[src/rtl/dlfloat_operand_loader.sv]
// rtl/dlfloat_operand_loader.sv - byte-stream to DLFloat operand-pair loader with vector framing
// Optional sticky special-value flag: define DLFLOAT_SPECIAL_FLAG_EN.
module dlfloat_operand_loader #(
    parameter int          LEN_W       = 8,
    parameter logic [15:0] SPECIAL_VAL = 16'hFFFF
) (
    input  logic             clk,
    input  logic             rst,
    input  logic             start,
    input  logic             abort,
    input  logic [LEN_W-1:0] vec_len,
    input  logic [7:0]       byte_in,
    input  logic             byte_valid,
    output logic             byte_ready,
    output logic [15:0]      op_a,
    output logic [15:0]      op_b,
    output logic             op_valid,
    input  logic             op_ready,
    output logic             acc_clr,
    output logic             op_last,
    output logic             busy,
    output logic             done,
`ifdef DLFLOAT_SPECIAL_FLAG_EN
    output logic             special_seen,
`endif
    output logic [LEN_W-1:0] pair_cnt
);

    typedef enum logic [2:0] {
        IDLE  = 3'd0,
        A_LO  = 3'd1,
        A_HI  = 3'd2,
        B_LO  = 3'd3,
        B_HI  = 3'd4,
        ISSUE = 3'd5,
        DONE  = 3'd6
    } state_t;

    state_t           state;
    state_t           state_nxt;
    logic [LEN_W-1:0] len_q;
    logic             start_acc;
    logic             byte_acc;
    logic             handshake;
    logic             is_last;

    // len_q of 0 wraps to all-ones, so a zero length frames 2^LEN_W pairs
    assign is_last   = (pair_cnt == (len_q - LEN_W'(1)));
    assign start_acc = (state == IDLE) && start;
    assign byte_acc  = byte_valid && byte_ready && !abort;
    assign handshake = op_valid && op_ready && !abort;

    always_comb begin
        state_nxt  = state;
        byte_ready = 1'b0;
        op_valid   = 1'b0;
        acc_clr    = 1'b0;
        op_last    = 1'b0;
        busy       = (state != IDLE);
        done       = 1'b0;
        case (state)
            IDLE: begin
                if (start) state_nxt = A_LO;
            end
            A_LO: begin
                byte_ready = 1'b1;
                if (byte_valid) state_nxt = A_HI;
            end
            A_HI: begin
                byte_ready = 1'b1;
                if (byte_valid) state_nxt = B_LO;
            end
            B_LO: begin
                byte_ready = 1'b1;
                if (byte_valid) state_nxt = B_HI;
            end
            B_HI: begin
                byte_ready = 1'b1;
                if (byte_valid) state_nxt = ISSUE;
            end
            ISSUE: begin
                op_valid = 1'b1;
                acc_clr  = (pair_cnt == '0);
                op_last  = is_last;
                if (op_ready) state_nxt = is_last ? DONE : A_LO;
            end
            DONE: begin
                done      = 1'b1;
                state_nxt = IDLE;
            end
            default: state_nxt = IDLE;
        endcase
        if (abort && (state != IDLE)) state_nxt = IDLE;
    end

    always_ff @(posedge clk) begin
        if (rst) begin
            state    <= IDLE;
            op_a     <= '0;
            op_b     <= '0;
            pair_cnt <= '0;
            len_q    <= '0;
        end else begin
            state <= state_nxt;
            if (start_acc) begin
                len_q    <= vec_len;
                pair_cnt <= '0;
            end
            if (handshake) pair_cnt <= pair_cnt + LEN_W'(1);
            if (byte_acc) begin
                case (state)
                    A_LO:    op_a[7:0]  <= byte_in;
                    A_HI:    op_a[15:8] <= byte_in;
                    B_LO:    op_b[7:0]  <= byte_in;
                    B_HI:    op_b[15:8] <= byte_in;
                    default: ;
                endcase
            end
        end
    end

`ifdef DLFLOAT_SPECIAL_FLAG_EN
    always_ff @(posedge clk) begin
        if (rst || start_acc) begin
            special_seen <= 1'b0;
        end else if (handshake && ((op_a == SPECIAL_VAL) || (op_b == SPECIAL_VAL))) begin
            special_seen <= 1'b1;
        end
    end
`endif

endmodule

[config.mk]
export PLATFORM = sky130hd
export DESIGN_NAME = dlfloat_operand_loader
export DESIGN_NICKNAME = d
export VERILOG_FILES = /design/src/rtl/dlfloat_operand_loader.sv
export SDC_FILE = /design/constraint.sdc
export NUM_CORES = 1
export LEC_CHECK = 0
export CAP_MARGIN = 15
export CORE_UTILIZATION = 51
export CTS_CLUSTER_DIAMETER = 120
export DETAILED_ROUTE_END_ITERATION = 7
export GPL_TIMING_DRIVEN = 1
export HOLD_SLACK_MARGIN = 0.06
export PLACE_DENSITY = 0.95
export SLEW_MARGIN = 20
export SYNTH_ARGS = -nofsm -noshare
export SYNTH_HDL_FRONTEND = slang
export SYNTH_SLANG_ARGS = --single-unit
[constraint.sdc]
create_clock -name clk -period 4.7 [get_ports clk]
set_clock_uncertainty 0.1 [all_clocks]
set_input_delay 0.47 -clock clk [delete_from_list [all_inputs] [get_ports clk]]
set_output_delay 0.47 -clock clk [all_outputs]
set_load 0.02 [all_outputs]
## Word level (Yosys, flattened, before mapping)

Index checks and enable logic that the tools add are counted.

- Memories kept: 0
- Output and inout port bits: 46
- Bits of input ports: 22
- Bits in registers: 51
- Bits in read-only memories: 0
- Bits in latches: 0
- Memory bits (writable): 0

- Multiplexer cells: 15
- $add $sub $neg: 2
- Reductions and logical operators: 18
- Bitwise operators: 0
- $mul: 0
- Div/mod/pow operators: 0
- Magnitude comparators: 0
- Equal/unequal tests: 13
- Shifts and indexed selects: 0

Operator list:

| kind | count |
|---|---|
| $mux W3 | 7 |
| $pmux W3 S6 | 1 |
| $mux W8 | 2 |
| $ne A2 B2 Y1 const B | 6 |
| $eq A3 B3 Y1 const B | 3 |
| $add A8 B1 Y8 const B | 1 |
| $eq A8 B8 Y1 | 1 |
| $logic_not A8 Y1 | 1 |
| $reduce_and A2 Y1 | 4 |
| $sub A8 B1 Y8 const B | 1 |
| $eq A3 B2 Y1 const B | 2 |
| $logic_and A1 B1 Y1 | 6 |
| $reduce_and A6 Y1 | 1 |
| $mux W1 | 5 |
| $reduce_or A4 Y1 | 1 |
| $eq A3 B1 Y1 const B | 1 |
| $logic_not A3 Y1 | 1 |
| $reduce_bool A3 Y1 | 1 |
| $reduce_bool A2 Y1 | 1 |
| $reduce_or A2 Y1 | 1 |
| $logic_not A1 Y1 | 1 |

## Longest topological paths before layout

- Word-level depth: 6
- Gate-level depth with buffers: 7

## Least setup slack after synthesis

Ideal clock, no wire load.

- Path type: register to output
- Start point: reg len_q[0]
- End point: out op_last
- Arrival: 1.969 ns
- Cell stages (with the launch flop): 8
- Path buffers: 0
- Slack: 2.161 ns
- Cell sequence: dfxtp_1 > inv_1 > ha_1 > or3b_2 > nor4_1 > o2111ai_1 > a211o_1 > nor2_1

- Longest elaborated chain between the ends: 3

Ends and longest elaborated chain:

| element | RTL line | source |
|---|---|---|
| start, declared | 41 | `logic [LEN_W-1:0] len_q;` |
| start signal, assigned | 106 | `len_q <= vec_len;` |
| $sub A8 B1 Y8 | 48 | `assign is_last = (pair_cnt == (len_q - LEN_W'(1)));` |
| $eq A8 B8 Y1 | 48 |  |
| $mux W1 | 61 | `case (state)` |
| end, declared | 20 | `output logic op_last,` |

Every way passes these cells.

## Worst setup path after layout

Ends and elaborated chain as after synthesis.

==> out/summary.txt <==
Outcome: finished, violations left
Failing checks: design-rule violations
Synth-to-layout area growth: 32.13%
Routability cong.: 0.8529
Crit-path slowest cell: clkdlybuf4s50_1
Tmin final: 3.399 ns
Max cap viols: 0
Crit start category: flop
Nets: 350
Max Clk Rate: 0.2942 GHz
Share of cells above drive strength 1: 0.04908
Design area: 3164 um2
IO buf count: 67
Primary FF master, synth: dfxtp_1
Post-CTS resize count: 0
Core area: 4444 um2
Post-Syn Area: 2395 um2
# fillers: 345
CP peak stage delay: 0.61 ns
Most frequent cells in the layout: clkdlybuf4s50_1 (66), dfxtp_1 (51), nor2_1 (46)
Synth warn: 0
Pleak: 1.293 nW
Total track usage: 0.2339
Starting Density: 0.5389
Register area: 1021 um2
Post-CTS Setup Bufs: 0
Post-synth EDFFs: 0
Net Count, Synth: 295
Post-DP HPWL: 3865 um
FP Rows: 24
Die Ht: 70.53 um
# clock sinks: 51
CP Cell Sequence: inv_1 > ha_1 > or3b_2 > nor4_1 > o2111ai_1 > a211o_1 > nor2_1 > clkdlybuf4s50_1
H-tree levels: 2
Global-route wire length before repair: 9246 um
Yosys cell types: 45
Pwr Density: 280.4 nW/um2
Max-slew violations: 0
Setup Viol. Count Final: 0
Setup crit end kind: primary output
GRT overflow: 0
Routed wl met2: 2746 um
Data required, critical path: 4.13 ns
Multi-input gate area: 1274 um2
Vias in the first global route: 1949
Post-route DRC: 3
Arr. time, crit path: 2.83 ns
Clock root buffer master: clkbuf_8
Top sig layer: met4
Antenna violations before repair: 0
Setup CP Type: reg2out
Flops & latches, synth: 51
Post-synth ARST share: 0
Commonest non-fill, non-tap cell in the layout: clkdlybuf4s50_1
Antenna viol nets, final: 0
Initial DRC count: 134
Crit-path max FO: 5
Setup tns final: 0 ns
Worst relative slew slack: 0.3535
Die ar.: 4974 um2
Avg Inst Size Synth: 8.870 um2
Placed instance area: 3052 um2
Post-Synthesis Cells: 270
Slew @ Worst Pin: 0.9697 ns
Post-synthesis sequential area ratio: 0.4263
Clk buf depth: 2
ANT cells: 0
Worst-skew pair later-pin latency: 0.30 ns
Routed WL: 5576 um
Largest net degree at the start of global routing: 54
1st-pass router iterations: 6
CTS tree: yes
Fin util: 0.7120
Final Hold Viols: 0
Clock Pin Slew Worst Setup and Hold Paths: 0.09 ns
Cts bufs inserted: 5
DRT met1 WL: 2310 um
# hold bufs at CTS: 0
Die span in x: 70.53 um
Via count: 2117
Unrepaired setup endpoints after global routing: false
WL/cell: 14.75 um
Via-to-Cell Ratio: 5.601
Worst Hold Class: reg2reg
Worst vdd ir: 0.0002034 V
Fin crit share: 0.7232
IO Pins: 68
Metal3 WL: 478 um
==> cell families after synthesis <==
logic type,Yosys count,share of synthesized area
DFF,51,0.4263
and+or+nand+nor,107,0.2163
muxes,34,0.1421
AOI/OAI and AO/OA,35,0.1061
xor gates and xnor gates,13,0.04754
adders and majority gates,4,0.01986
buffers and inverters,26,0.04180
==> metrics by stage <==
| step | setup WS (ns) | hold slack (ns) | cells | total power, mW |
|---|---|---|---|---|
| CTS | 1.280 | 0.3851 | 378 | 0.8898 |
| global route | 1.098 | 0.4170 | 378 | 0.9241 |
| floorplan | 2.161 | 0.3488 | 270 | 0.5447 |
| detailed placement | 1.615 | 0.3724 | 370 | 0.5904 |
| finish | 1.301 | 0.3808 | 378 | 0.8873 |
| global placement | 1.690 | 0.3671 | 370 | 0.5870 |
==> registers in the layout, summed over array words and instances (netlist names) <==
| signal | cells |
|---|---|
| state | 3 |
| len_q | 8 |
| pair_cnt | 8 |
| op_a | 16 |
| op_b | 16 |
==> synth_stat cells (2+ instances only) <==
cell type	count	share of area
nand3b_1	5	0.016
xor2_1	3	0.011
a211oi_1	2	0.0063
nor2b_1	4	0.010
a311oi_1	2	0.0073
ha_1	3	0.016
nor4_1	3	0.0078
nand4_1	2	0.0052
o41ai_2	2	0.014
o21ai_0	3	0.0063
buf_2	2	0.0042
xnor2_1	10	0.037
inv_1	7	0.011
nand3_1	4	0.0084
buf_1	2	0.0031
dfxtp_1	51	0.43
nor2_1	46	0.072
a21oi_1	13	0.027
and2_1	2	0.0052
a22oi_1	3	0.0094
nand2_1	23	0.036
nor3_1	8	0.017
clkbuf_1	15	0.024
mux2i_1	34	0.14
==> path summary, 6_finish.rpt <==
check | depth (start not counted) | startpoint | slack, ns | endpoint
worst min-delay path | 2 | len_q[7]$_SDFFE_PP0P_ | 0.38 | len_q[7]$_SDFFE_PP0P_
worst max-delay path | 8 | len_q[0]$_SDFFE_PP0P_ | 1.30 | op_last
worst min register to register | 2 | len_q[7]$_SDFFE_PP0P_ | 0.38 | len_q[7]$_SDFFE_PP0P_
worst max register to register | 7 | len_q[0]$_SDFFE_PP0P_ | 2.40 | state[1]$_SDFFE_PP0P_
==> critical path: cells and delay by family (launching register included) <==
| family | cells | cell delay (ns) |
|---|---|---|
| buffers and inverters | 2 | 0.68 |
| AOI/OAI and AO/OA | 2 | 0.49 |
| adders and majority gates | 1 | 0.21 |
| DFF | 1 | 0.37 |
| and+or+nand+nor | 3 | 0.78 |
==> area by class of cell <==
type / count / area share
clock inverters: 3 / 0.01384
multi-input cells: 193 / 0.4025
clock buffers: 5 / 0.02175
flip-flops and latches: 51 / 0.3227
inverters: 7 / 0.008304
well taps: 52 / 0.02056
repair buffers: 67 / 0.2104
==> per-layer routing <==
layer | vias up | track usage
met4 | 0 | 0.04082
met3 | 5 | 0.09524
met1 | 1011 | 0.2703
met5 | - | 0
li1 | 1042 | -
met2 | 59 | 0.4110
==> where the power goes <==
group / switching [mW] / internal, mW
Clock: 0.147 / 0.159
Sequential: 0.0135 / 0.442
Combinational: 0.0638 / 0.0631
Note: power is estimated with default switching activity, not from simulation.
